===== config.mk =====
export PLATFORM = sky130hd
export DESIGN_NAME = pipe_hazard_ctrl
export DESIGN_NICKNAME = d
export VERILOG_FILES = /design/src/rtl/pipe_pkg.sv /design/src/rtl/pipe_hazard_ctrl_hazard_match.sv /design/src/rtl/pipe_hazard_ctrl.sv
export SDC_FILE = /design/constraint.sdc
export NUM_CORES = 1
export LEC_CHECK = 0
export CAP_MARGIN = 25
export CORE_UTILIZATION = 48
export CTS_BUF_LIST = sky130_fd_sc_hd__clkbuf_8
export DETAILED_ROUTE_END_ITERATION = 8
export GPL_TIMING_DRIVEN = 1
export PLACE_DENSITY = 0.78
export SLEW_MARGIN = 20
export SYNTH_ARGS = -nofsm -noshare
export SYNTH_HDL_FRONTEND = slang
export SYNTH_HIERARCHICAL = 1
export SYNTH_SLANG_ARGS = --single-unit

===== constraint.sdc =====
create_clock -name clk -period 2.67 [get_ports clk]
set_input_delay 0.534 -clock clk [delete_from_list [all_inputs] [get_ports clk]]
set_output_delay 0.534 -clock clk [all_outputs]
set_load 0.02 [all_outputs]

===== src/rtl/pipe_pkg.sv =====
// pipe_pkg: shared encodings and types for the five-stage pipeline control slice.
// Stage-info dest fields are PIPE_AW_MAX bits wide; users must keep REG_AW <= PIPE_AW_MAX.
package pipe_pkg;

  localparam int unsigned PIPE_AW_MAX = 8;

  // Forwarding-select encoding presented to the operand muxes in the datapath.
  typedef enum logic [1:0] {
    FWD_RF  = 2'd0,
    FWD_EX  = 2'd1,
    FWD_MEM = 2'd2,
    FWD_WB  = 2'd3
  } fwd_sel_e;

  // Stage indices; also the bit positions inside stage_valid.
  localparam logic [1:0] STG_ID  = 2'd0;
  localparam logic [1:0] STG_EX  = 2'd1;
  localparam logic [1:0] STG_MEM = 2'd2;
  localparam logic [1:0] STG_WB  = 2'd3;

  // Producer information carried alongside each in-flight instruction.
  typedef struct packed {
    logic [PIPE_AW_MAX-1:0] dest;
    logic                   we;
    logic                   is_load;
  } stage_info_t;

endpackage


===== src/rtl/pipe_hazard_ctrl_hazard_match.sv =====
// hazard_match: combinational RAW matcher for one ID source operand.
// PIPE_FORWARD_EN defined: forward from EX/MEM/WB, stall only on load-use.
// PIPE_FORWARD_EN undefined: no forwarding, any in-flight producer stalls ID.
module hazard_match
  import pipe_pkg::*;
#(
  parameter int unsigned REG_AW = 5
) (
  input  logic [REG_AW-1:0] src_addr,
  input  logic              src_use,
  input  logic              ex_v,
  input  logic [REG_AW-1:0] ex_dest,
  input  logic              ex_we,
  input  logic              ex_is_load,
  input  logic              mem_v,
  input  logic [REG_AW-1:0] mem_dest,
  input  logic              mem_we,
  input  logic              wb_v,
  input  logic [REG_AW-1:0] wb_dest,
  input  logic              wb_we,
  output logic [1:0]        sel,
  output logic              stall
);

  logic live;
  logic hit_ex;
  logic hit_mem;
  logic hit_wb;
  logic load_use;

  // Compare the operand against each older producer; the youngest match wins.
  always_comb begin
    live     = src_use && (src_addr != '0);
    hit_ex   = live && ex_v  && ex_we  && (ex_dest  == src_addr);
    hit_mem  = live && mem_v && mem_we && (mem_dest == src_addr);
    hit_wb   = live && wb_v  && wb_we  && (wb_dest  == src_addr);
    load_use = hit_ex && ex_is_load;
    sel      = FWD_RF;
`ifdef PIPE_FORWARD_EN
    if (hit_ex) begin
      sel = FWD_EX;
    end else if (hit_mem) begin
      sel = FWD_MEM;
    end else if (hit_wb) begin
      sel = FWD_WB;
    end
    stall = load_use;
`else
    // Without forwarding a load-use match is just one case of any match.
    stall = load_use || hit_ex || hit_mem || hit_wb;
`endif
  end

endmodule


===== src/rtl/pipe_hazard_ctrl.sv =====
// pipe_hazard_ctrl: valid/allowin chain, RAW hazard stall/forward control and
// redirect flush for the IF/ID/EX/MEM/WB pipeline, plus saturating perf counters.
// Optional feature macro: PIPE_FORWARD_EN (operand forwarding).
module pipe_hazard_ctrl
  import pipe_pkg::*;
#(
  parameter int unsigned REG_AW = 5,
  parameter int unsigned NSRC   = 2,
  parameter int unsigned CNT_W  = 32
) (
  input  logic                   clk,
  input  logic                   reset,
  input  logic                   if_ready_go,
  input  logic [NSRC*REG_AW-1:0] id_src_addr,
  input  logic [NSRC-1:0]        id_src_use,
  input  logic [REG_AW-1:0]      id_dest,
  input  logic                   id_we,
  input  logic                   id_is_load,
  input  logic                   ex_busy,
  input  logic                   ex_redirect,
  output logic                   pc_we,
  output logic                   id_ex_we,
  output logic                   ex_mem_we,
  output logic                   mem_wb_we,
  output logic [3:0]             stage_valid,
  output logic [NSRC*2-1:0]      fwd_sel,
  output logic                   rf_we_wb,
  output logic [CNT_W-1:0]       stall_cnt,
  output logic [CNT_W-1:0]       flush_cnt
);

  localparam logic WB_ALLOWIN = 1'b1;

  logic [3:0]       v_q;
  logic [3:0]       v_d;
  stage_info_t      info_q [STG_EX:STG_WB];
  stage_info_t      info_d [STG_EX:STG_WB];
  logic [CNT_W-1:0] stall_cnt_q;
  logic [CNT_W-1:0] stall_cnt_d;
  logic [CNT_W-1:0] flush_cnt_q;
  logic [CNT_W-1:0] flush_cnt_d;

  logic [NSRC-1:0]   op_stall;
  logic [NSRC*2-1:0] op_sel;

  logic flush;
  logic hz_stall;
  logic id_ready_go;
  logic mem_allowin;
  logic ex_allowin;
  logic id_allowin;

  for (genvar i = 0; i < NSRC; i++) begin : g_op
    hazard_match #(
      .REG_AW(REG_AW)
    ) u_match (
      .src_addr  (id_src_addr[i*REG_AW +: REG_AW]),
      .src_use   (id_src_use[i]),
      .ex_v      (v_q[STG_EX]),
      .ex_dest   (info_q[STG_EX].dest[REG_AW-1:0]),
      .ex_we     (info_q[STG_EX].we),
      .ex_is_load(info_q[STG_EX].is_load),
      .mem_v     (v_q[STG_MEM]),
      .mem_dest  (info_q[STG_MEM].dest[REG_AW-1:0]),
      .mem_we    (info_q[STG_MEM].we),
      .wb_v      (v_q[STG_WB]),
      .wb_dest   (info_q[STG_WB].dest[REG_AW-1:0]),
      .wb_we     (info_q[STG_WB].we),
      .sel       (op_sel[i*2 +: 2]),
      .stall     (op_stall[i])
    );
  end

  // Handshake chain; a redirect overrides any ID stall so the ID slot is freed and killed.
  always_comb begin
    flush       = v_q[STG_EX] & ex_redirect & ~ex_busy;
    hz_stall    = v_q[STG_ID] & (|op_stall) & ~flush;
    id_ready_go = ~hz_stall;
    mem_allowin = ~v_q[STG_MEM] | WB_ALLOWIN;
    ex_allowin  = ~v_q[STG_EX] | (~ex_busy & mem_allowin);
    id_allowin  = ~v_q[STG_ID] | (id_ready_go & ex_allowin);
  end

  // Output drive; enables and selects are held low while reset is asserted.
  always_comb begin
    pc_we       = ~reset & ((if_ready_go & id_allowin) | flush);
    id_ex_we    = ~reset & ex_allowin;
    ex_mem_we   = ~reset & mem_allowin;
    mem_wb_we   = ~reset;
    stage_valid = v_q;
    fwd_sel     = reset ? '0 : op_sel;
    rf_we_wb    = ~reset & v_q[STG_WB] & info_q[STG_WB].we;
    stall_cnt   = stall_cnt_q;
    flush_cnt   = flush_cnt_q;
  end

  // Next-state: advance valid bits and producer info, bump saturating counters.
  always_comb begin
    v_d         = v_q;
    info_d      = info_q;
    stall_cnt_d = stall_cnt_q;
    flush_cnt_d = flush_cnt_q;

    v_d[STG_WB]    = v_q[STG_MEM];
    info_d[STG_WB] = info_q[STG_MEM];
    if (mem_allowin) begin
      v_d[STG_MEM]    = v_q[STG_EX] & ~ex_busy;
      info_d[STG_MEM] = info_q[STG_EX];
    end
    if (ex_allowin) begin
      v_d[STG_EX]    = v_q[STG_ID] & id_ready_go & ~flush;
      info_d[STG_EX] = '{dest: PIPE_AW_MAX'(id_dest), we: id_we, is_load: id_is_load};
    end
    if (id_allowin) begin
      v_d[STG_ID] = if_ready_go & ~flush;
    end

    if (hz_stall && (stall_cnt_q != '1)) begin
      stall_cnt_d = stall_cnt_q + CNT_W'(1);
    end
    if (flush && (flush_cnt_q != '1)) begin
      flush_cnt_d = flush_cnt_q + CNT_W'(1);
    end

    if (reset) begin
      v_d         = '0;
      info_d      = '{default: '0};
      stall_cnt_d = '0;
      flush_cnt_d = '0;
    end
  end

  // State registers.
  always_ff @(posedge clk) begin
    v_q         <= v_d;
    info_q      <= info_d;
    stall_cnt_q <= stall_cnt_d;
    flush_cnt_q <= flush_cnt_d;
  end

endmodule


Yosys cells after proc, flatten, opt, wreduce, memory -nomap -nowiden
Cells that the tools add are included.
Widths: inputs -> output; s select.

cells by class
  $add $sub $neg = 2
  eq/ne operators = 8
  bitwise gates (word level) = 23
  reductions and logical operators = 33

operators with widths
  kind                   number
  $add 32x1->32 const B  2
  $ne 32x32->1 const B   2
  $eq 5x5->1             6
  $logic_and 1x1->1      24
  $and 1x1->1            14
  $reduce_bool 5->1      2
  $logic_or 1x1->1       6
  $not 1->1              6
  $or 1x1->1             3
  $reduce_or 2->1        1

storage, ports and cells
  flip-flop bits (word level) = 87
  input port bits = 24
  output and inout port bits = 77
  logic and storage cells = 78

Logic depth before layout (Yosys ltp)
Gate-level depths: netlist (run 1).

  word-level depth = 18
  gate-level depth with buffers = 9
  depth with buffers taken out = 9

Modules after synthesis
Netlist (run 1), hierarchy kept.

modules (own cells, without submodules)
  module            instances  cells an instance  area each (um^2)
  pipe_hazard_ctrl  1          481                4162.7
  hazard_match      2          27                 219.0

Worst setup path after synthesis (run 1)
No wires, ideal clock.

  kind = input-to-reg
  from = input id_src_addr[9]
  to = register stall_cnt_q[20] (netlist: stall_cnt[20])
  setup time = 0.070 ns
  arrival time = 2.715 ns
  data required time = 2.600 ns
  path slack = -0.116 ns
  cell stages on the path = 9
  buffers on the path = 0
  cell sequence = xor2_1 -> nor4_2 -> nand4_1 -> a31oi_1 -> o21ai_1 -> nor4_4 -> o311ai_4 -> or4_1 -> a21oi_1

on the way
  word-level cells in the longest chain between the ends = 13
  elaborated cells between the ends (all ways) = 22

ends and longest elaborated chain
  what                            line                                 text
  from (decl)                     pipe_hazard_ctrl.sv:14               input logic [NSRC*REG_AW-1:0] id_src_addr,
  $reduce_bool 5->1               pipe_hazard_ctrl_hazard_match.sv:33  live = src_use && (src_addr != '0);
  $logic_and 1x1->1               pipe_hazard_ctrl_hazard_match.sv:33
  $logic_and 1x1->1 (3 in a row)  pipe_hazard_ctrl_hazard_match.sv:34  hit_ex = live && ex_v && ex_we && (ex_dest == src_addr);
  $logic_and 1x1->1               pipe_hazard_ctrl_hazard_match.sv:37  load_use = hit_ex && ex_is_load;
  $logic_or 1x1->1 (2 in a row)   pipe_hazard_ctrl_hazard_match.sv:50  stall = load_use || hit_ex || hit_mem || hit_wb;
  $logic_or 1x1->1 (*)            pipe_hazard_ctrl_hazard_match.sv:50
  named net op_stall[1]           pipe_hazard_ctrl.sv:43               logic [NSRC-1:0] op_stall;
  $reduce_or 2->1 (*)             pipe_hazard_ctrl.sv:77               hz_stall = v_q[STG_ID] & (|op_stall) & ~flush;
  $and 1x1->1 (*) (2 in a row)    pipe_hazard_ctrl.sv:77
  $logic_and 1x1->1 (*)           pipe_hazard_ctrl.sv:118              if (hz_stall && (stall_cnt_q != '1)) begin
  to (signal assigned)            pipe_hazard_ctrl.sv:137              stall_cnt_q <= stall_cnt_d;
  to (decl)                       pipe_hazard_ctrl.sv:38               logic [CNT_W-1:0] stall_cnt_q;

Mark *: on every way through the listed nets, which the timed path passes. The rest lies on a longest branch.
A chain may end at the register's enable or synchronous reset.

Worst setup path after layout (run 1)
  from = input id_src_addr[8]
  to = register stall_cnt_q[27] (netlist: stall_cnt[27])

Same word-level chain as after synthesis.

==> results of run 1 <==
==> final cells by class <==
type / instances / share of cell area, %
Timing Repair Buffer: 139 / 20.7
Sequential cell: 86 / 27.6
Clock buffer: 10 / 2.20
Multi-Input combinational cell: 414 / 45.4
Tap cell: 129 / 2.58
Inverter: 7 / 0.420
Clock inverter: 6 / 1.08
==> sequential cells by signal, summed over array words and instances, names as in the netlist <==
| signal | flops |
|---|---|
| stall_cnt | 32 |
| flush_cnt | 32 |
| stage_valid | 4 |
| info_q | 18 |
==> path summary, 6_finish.rpt <==
check | slack [ns] | end
max | -0.05 | stall_cnt[27]
min | 0.51 | stall_cnt[12]
max reg2reg | 0.01 | stall_cnt[27]
min reg2reg | 0.51 | stall_cnt[12]
==> layout by cell type, fill, tap and decap left out, types with 3 or more instances in the layout <==
cell type and count:
dfxtp_1 85, and4_1 8, conb_1 4, or3_1 22
buf_4 35, or2_2 4, o21ai_0 21, o31ai_2 4
nor4_1 5, nand3_1 27, buf_6 9, o22a_1 6
clkbuf_2 4, nor4_2 6, buf_2 4, o31ai_1 16
or4_1 22, mux2_1 3, nand4_1 31, nor3_1 13
nor2b_1 22, o21a_1 6, xor2_1 25, or4_4 5
nand2_1 28, a21oi_1 41, and3_1 9, clkdlybuf4s50_1 83
nor4_4 4, xnor2_1 8, a21oi_2 8, clkbuf_8 10
nor2_1 24, inv_1 6
==> metal layers <==
layer / routed length (um) / up-vias / global-route usage [%]
li1: - / 2260 / -
met1: 5670 / 2236 / 33.4
met2: 6120 / 155 / 41.9
met3: 595 / 18 / 3.79
met4: 165 / 0 / 7.58
met5: 0 / - / 0
==> where the power goes <==
part,internal (W),switching [W]
Clock,0.000463,0.000482
Combinational,0.0000937,0.000100
Sequential,0.00130,0.0000262
==> critical path: cells and delay by family <==
kind            cells  cell delay [ns]
simple gates        5             1.17
buf+inv             4             0.67
compound gates      3             0.42
xor+xnor            1             0.19
==> stage by stage <==
stage	total power [W]	TNS [ns]
final	0.00247	-0.187
after floorplan	0.00145	-0.217
after detailed placement	0.00154	-18.40
after global routing	0.00255	-1.57
after CTS	0.00247	0
after global placement	0.00154	-17.63
==> timing repair <==
action / 4_1_cts / 5_1_grt
gates cloned: 1 / 0
setup buffers: 9 / 1
gates resized for setup: 45 / 36
hold buffers: 0 / 0
endpoints found under the hold margin: 0 / 0
setup endpoints to repair: 31 / 33
pin swaps: 19 / 21
==> run_results.csv, run 1 <==
group,metric,value,unit
worst_setup_path,worst_ep_required_time,2.95,ns
floorplanning,die_y,99.6,um
clocking,cts_sinks,86,
worst_setup_path,startpoint,"id_src_addr[8]",
sta,rsz0062_at_grt,"yes",
clocking,path_clk_slew,0.09,ns
layout,fillers,759,
floorplanning,die_w,99.6,um
sta,final.setup.worst_slack,-0.0457,ns
worst_setup_path,r2r_start,"info_q[24]",
synth,syn_area_per_cell,8.60,sq um
routing,totalWireLength,12500,um
floorplanning,initial_core_util,49.4,%
floorplanning,row_count,35,
sta,hold_violations,0,
routing,dr.pass1.iters,5,
clocking,clk_latency,0.35,ns
clocking,numCtsBuffers,9,
layout,antennaDiodeCount,0,
sta,worst_pin_slew,0.715,ns
synth,synth_warnings,6,
layout,final_area,0.00625,sq mm
grt,antenna_found_initial,0,
worst_hold_path,hp-class,"reg2reg",
layout,fin_util,67.6,%
grt,grt_pass1_vias,4250,
placed_design,gp_congestion,0.860,
layout,multi_input_area,0.00284,sq mm
worst_setup_path,crit_arrival,2.99,ns
floorplanning,dieArea,0.00991,sq mm
sta,slew_violations,0,
power,ir_drop,313,uV
placed_design,dp.cells,765,
clocking,root_buffer,"clkbuf_8",
sta,clock-skew-final,0.0129,ns
floorplanning,io_pins,101,
worst_setup_path,crit_type,"in2reg",
synth,synth_area,0.00457,sq mm
grt,track_usage,25.1,%
worst_setup_path,end_kind,"flip-flop",
status,status,"finished, violations left",
sta,finalCritPeriodShare,102,%
synth,syn_inst,531,
layout,areaGrowthSynthToFinish,36.8,%
worst_setup_path,startpoint_type,"primary input",
worst_hold_path,hold_start,"stall_cnt[12]",
layout,nets,683,
routing,viasPerCell,5.90,
grt,grt.overflow.total,0,
grt,grt_max_degree,43,
worst_setup_path,slowest_stage,"or3_1",
sta,period_needed,2.72,ns
status,violations,"negative setup slack",
routing,drcViolationCount,0,
placed_design,dp_hpwl,8910,um
worst_setup_path,crit_chain,"clkdlybuf4s15_2 -> xor2_1 -> nor4_2 -> nand4_1 -> a31oi_2 -> buf_4 -> o21ai_4 -> nor4_4 -> buf_4 -> buf_6 -> nand4_1 -> or3_1 -> a21oi_1",
clocking,cts_tree,"built",
worst_hold_path,whs_path_depth,2,
power,p_per_area,395,mW/mm^2
layout,stdcell_count,791,
sta,timing.hold.ws,0.507,ns
worst_setup_path,crit_fanout,8,
clocking,h-tree-depth,3,
run,drv_cap,0,
sta,setup_viol_count_final,7,
clocking,clock_path_buffers,2,
power,p_leak,2.08,nW
routing,postRouteAntennaNets,0,
layout,seq_area,0.00173,sq mm
sta,slew_headroom,51.9,%
layout,drive_gt1_share,17.8,%
floorplanning,core-area,0.00924,sq mm
worst_setup_path,crit_path_max_incr_delay,0.33,ns
placed_design,port_buffers,95,
routing,drt_iter0_markers,203,
sta,max_freq,0.368,GHz
placed_design,place_ws,-0.775,ns
routing,detail_route.wl_per_cell,15.9,um
grt,grt_pass1_wl,20300,um
placed_design,placed_area,0.00584,sq mm
routing,vias,4669,
worst_setup_path,ff2ff_path_depth,12,
Power figures use the tool's default switching activity.
==> run 2: changes to the inputs <==
- TNS_END_PERCENT: unset -> 50
==> run 2 against run 1 <==
  * The run still ends with negative setup slack left
  * Register-to-register slack got worse by 0.03 ns
  * Design area fell by 1.2%
  * Via count decreased by 1.1%
  * Final cell count down 0.63%
  * First-iteration DRC count up 27%
  * Wire length decreased by 0.89%
  * Highest routed layer unchanged
==> run_results.csv, run 2 (synthesis results as in run 1) <==
group,metric,value,unit
status,status,"finished, violations left",
status,violations,"negative setup slack",
sta,finalCritPeriodShare,101,%
worst_hold_path,hp-class,"reg2reg",
sta,timing.hold.ws,0.499,ns
sta,slew_violations,0,
sta,hold_violations,0,
power,p_int,0.00181,W
layout,final_cell_mix,"83 x dfxtp_1, 83 x clkdlybuf4s50_1, 42 x a21oi_1",
clocking,h-tree-depth,3,
grt,antenna_found_initial,0,
routing,dr.pass1.iters,6,
placed_design,port_buffers,95,
power,pwr-share-clk,36.6,%
power,p_leak,2.06,nW
worst_setup_path,startpoint,"id_src_addr[6]",
grt,grt_max_degree,43,
power,p_per_area,387,mW/mm^2
routing,drt_iter0_markers,258,
floorplanning,die_w,99.6,um
sta,clock-skew-final,0.0148,ns
worst_setup_path,rrSetupSlack,-0.02,ns
sta,setup_viol_count_final,1,
clocking,cts_sinks,86,
worst_setup_path,crit_fanout,8,
floorplanning,io_pins,101,
routing,vias,4616,
sta,worst_pin_slew,0.714,ns
worst_setup_path,startpoint_type,"primary input",
sta,slew_headroom,51.9,%
floorplanning,initial_core_util,49.4,%
worst_setup_path,worst_ep_required_time,2.96,ns
worst_setup_path,slowest_stage,"or3_4",
routing,drcViolationCount,0,
grt,grt.overflow.total,0,
floorplanning,row_count,35,
power,switchingPower,0.000577,W
clocking,path_clk_slew,0.08,ns
worst_setup_path,crit_path_max_incr_delay,0.40,ns
layout,areaGrowthSynthToFinish,35.1,%
placed_design,dp_hpwl,8970,um
power,pwr-share-comb,7.9,%
worst_setup_path,crit_chain,"clkdlybuf4s15_1 -> xor2_1 -> nor4_2 -> nand4_1 -> a31oi_2 -> buf_4 -> o21ai_4 -> nor4_4 -> buf_6 -> nand4_1 -> or3_4 -> a21oi_2",
layout,nets,680,
grt,grt_pass1_vias,4332,
routing,viasPerCell,5.87,
routing,postRouteAntennaNets,0,
clocking,numCtsBuffers,9,
power,ir_drop,275,uV
worst_setup_path,end_kind,"flip-flop",
power,switching_share,24.2,%
placed_design,gp_congestion,0.857,
clocking,root_buffer,"clkbuf_8",
sta,final.setup.worst_slack,-0.0229,ns
clocking,cts_tree,"built",
clocking,postCtsHoldBufs,0,
routing,totalWireLength,12400,um
layout,drive_gt1_share,16.9,%
power,total_power,0.00239,W
grt,grt_pass1_wl,20100,um
worst_setup_path,crit_type,"in2reg",
layout,antennaDiodeCount,0,
grt,track_usage,25.2,%
floorplanning,die_y,99.6,um
sta,rsz0062_at_grt,"yes",
sta,tns,-0.0229,ns
sta,max_freq,0.371,GHz
worst_hold_path,hold_start,"info_q[11]",
worst_setup_path,path_common_cell,"nand4_1",
run,drv_cap,0,
power,seqPwrFrac,55.5,%
routing,detail_route.wl_per_cell,15.8,um
worst_setup_path,r2r_start,"info_q[4]",
floorplanning,core-area,0.00924,sq mm
layout,fillers,792,
sta,period_needed,2.69,ns
worst_setup_path,crit_arrival,2.98,ns
floorplanning,dieArea,0.00991,sq mm
clocking,clk_latency,0.35,ns
clocking,clock_path_buffers,2,
-- run 2: final cells by class --
cell class	instances	area, sq um	share of cell area, %
sequential	86	1730	27.9
timing repair buffer	136	1250	20.3
tap	129	161	2.61
clock inverter	5	52.6	0.851
clock buffer	9	124	2.01
inverter	7	26.3	0.426
multi-input combinational	414	2830	45.8
-- run 2: metrics by stage --
stage                     utilization (%)  setup WS (ns)  instances  instance area (sq um)
final                                66.8        -0.0229        786                   6170
after global placement               63.1         -0.745        766                   5830
after global routing                 66.8         -0.181        786                   6170
after floorplan                         -        -0.0699        533                   4580
after CTS                            65.7        0.00141        784                   6070
after detailed placement             63.1         -0.779        766                   5830
-- run 2: power groups by stage --
stage          registers [W]  logic (W)  clock network (W)
3_5_place_dp         0.00135   0.000188                  0
3_3_place_gp         0.00136   0.000185                  0
6_report             0.00133   0.000189           0.000873
5_1_grt              0.00133   0.000204           0.000940
2_1_floorplan        0.00135   0.000103                  0
4_1_cts              0.00133   0.000188           0.000881
-- run 2: timing repair --
item	CTS	global route
gates resized for setup	52	25
gates cloned	1	0
pin swaps	22	23
endpoints found under the setup margin	31	25
buffers inserted	3	2
-- run 2: path summary, 6_finish.rpt --
check                        to  depth (start not counted)
setup reg to reg  stall_cnt[17]                         11
hold / removal        info_q[1]                          1
setup / recovery  stall_cnt[17]                         12
hold reg to reg       info_q[1]                          1
-- run 2: worst max-delay path: cells and delay by family --
| kind | cells | cell delay, ns |
|---|---|---|
| xor+xnor | 1 | 0.16 |
| buf+inv | 3 | 0.56 |
| simple gates | 5 | 1.26 |
| compound gates | 3 | 0.46 |
-- run 2: metal layers --
| layer | GRT usage, % | up-vias | share of wire (%) |
|---|---|---|---|
| met3 | 4.36 | 23 | 4.7 |
| met4 | 8.71 | 0 | 1.3 |
| met5 | 0 | - | 0 |
| met1 | 32.0 | 2191 | 44 |
| li1 | - | 2258 | - |
| met2 | 43.1 | 144 | 50 |
==> run 3: changes to the inputs <==
- CORE_UTILIZATION: 48 -> 53
- PLACE_DENSITY: 0.78 -> 0.82
- SLEW_MARGIN: 20 -> 10
- clock period: 2.67 -> 2.9 ns (I/O delays scaled with it)
==> run 3 against run 2 <==
  * The run now ends clean
  * First-iteration DRC count rose by 9.7%
  * Wire length fell by 3.2%
  * Non-clock buffer count fell by 12
  * Via count fell by 0.45%
  * Clock skew fell by 0.0066 ns
  * Largest cell class unchanged
==> run_results.csv, run 3 (synthesis results as in run 1) <==
group,metric,value,unit
sta,rsz0062_at_grt,"yes",
floorplanning,core-area,0.00830,sq mm
worst_setup_path,crit_type,"in2out",
sta,clock-skew-final,0.00815,ns
worst_setup_path,crit_arrival,2.23,ns
grt,grt_max_degree,52,
worst_setup_path,crit_path_max_incr_delay,0.27,ns
layout,final_cell_mix,"86 x dfxtp_1, 83 x clkdlybuf4s50_1, 48 x a21oi_1",
routing,viasPerCell,6.13,
layout,layout_commonest_cell,"dfxtp_1",
worst_setup_path,crit_fanout,3,
placed_design,dp_hpwl,8690,um
worst_hold_path,whs_path_depth,2,
layout,nets,667,
clocking,h-tree-depth,3,
clocking,postCtsHoldBufs,0,
clocking,numCtsBuffers,9,
clocking,cts_tree,"built",
grt,grt.overflow.total,0,
clocking,root_buffer,"clkbuf_8",
worst_setup_path,path_common_cell,"nand2_1",
floorplanning,die_y,94.8,um
worst_setup_path,crit_chain,"clkbuf_2 -> buf_6 -> xor2_1 -> nor4_2 -> nand4_1 -> a31oi_4 -> nor2_2 -> nand2_1 -> nand2_1 -> a21oi_2 -> nor2_1 -> buf_4",
sta,finalCritPeriodShare,96.8,%
worst_setup_path,worst_ep_required_time,2.32,ns
worst_setup_path,slowest_stage,"nor4_2",
floorplanning,initial_core_util,55.0,%
worst_setup_path,startpoint_type,"primary input",
power,p_per_area,363,mW/mm^2
clocking,cts_sinks,86,
clocking,clock_path_buffers,2,
sta,worst_pin_slew,0.643,ns
grt,antenna_found_initial,0,
placed_design,port_buffers,95,
layout,final_area,0.00595,sq mm
clocking,clk_latency,0.35,ns
power,ir_drop,242,uV
routing,postRouteAntennaNets,0,
grt,grt_pass1_wl,20100,um
sta,timing.hold.ws,0.504,ns
clocking,path_clk_slew,0.08,ns
routing,drcViolationCount,0,
layout,fin_util,71.6,%
power,p_leak,1.96,nW
sta,period_needed,2.81,ns
layout,drive_gt1_share,12.4,%
routing,detail_route.wl_per_cell,16.0,um
run,drv_cap,0,
floorplanning,die_w,94.8,um
floorplanning,io_pins,101,
sta,slew_violations,0,
routing,drt_iter0_markers,283,
sta,hold_violations,0,
sta,slew_headroom,56.8,%
layout,areaGrowthSynthToFinish,30.2,%
worst_setup_path,ff2ff_path_depth,9,
routing,dr.pass1.iters,5,
floorplanning,dieArea,0.00899,sq mm
placed_design,gp_congestion,0.900,
sta,setup_viol_count_final,0,
routing,vias,4595,
placed_design,placed_area,0.00572,sq mm
status,status,"completed",
floorplanning,row_count,33,
routing,totalWireLength,12000,um
layout,antennaDiodeCount,0,
sta,max_freq,0.356,GHz
worst_setup_path,end_kind,"output pin",
grt,grt_pass1_vias,4221,
worst_hold_path,hp-class,"reg2reg",
grt,track_usage,27.9,%
==> run 3: layout make-up <==
type	instances	area, sq um
Tap cell	105	131
Sequential cell	86	1720
Clock buffer	11	151
Timing Repair Buffer	124	1150
Multi-Input combinational cell	413	2740
Fill cell	667	2350
Inverter	7	26.3
Clock inverter	4	23.8
==> run 3: worst paths after layout <==
path              endpoint           start  slack (ns)
max                  pc_we  id_src_addr[6]        0.09
min          stall_cnt[12]   stall_cnt[12]        0.50
max reg2reg  stall_cnt[25]      info_q[24]        0.29
min reg2reg  stall_cnt[12]   stall_cnt[12]        0.50
==> run 3: stage by stage <==
step,total power (W),cells,TNS (ns),setup WS [ns]
3_3_place_gp,0.00141,732,-14.65,-0.626
6_report,0.00216,750,0,0.0939
2_1_floorplan,0.00134,533,0,0.0682
5_1_grt,0.00223,750,-0.0364,-0.0364
3_5_place_dp,0.00142,732,-16.19,-0.635
4_1_cts,0.00217,749,0,0.0138
==> run 3: report_power, final <==
part           internal [W]  total [W]  switching [W]
clock              0.000349   0.000764       0.000415
combinational     0.0000831   0.000173      0.0000898
sequential          0.00120    0.00122      0.0000225
total               0.00163    0.00216       0.000527
==> run 3: what timing repair did <==
action,4_1_cts,5_1_grt
endpoints found under the hold margin,0,0
pin swaps,10,14
setup buffers,2,2
resized for setup,27,21
endpoints found under the setup margin,29,11
==> run 3: critical path: cells and delay by family <==
kind                      cells  cell delay (ns)
AOI/OAI and AO/OA             2             0.39
xor gates and xnor gates      1             0.17
and+or+nand+nor               6             0.70
buffers and inverters         3             0.38
==> run 3: layer usage <==
layer  routed length, um  track usage, %  vias to the layer above
li1                    -               -                     2228
met1                5380            36.7                     2191
met2                5890            46.6                      158
met3                 583            3.86                       18
met4                 188            9.60                        0
met5                   0               0                        -
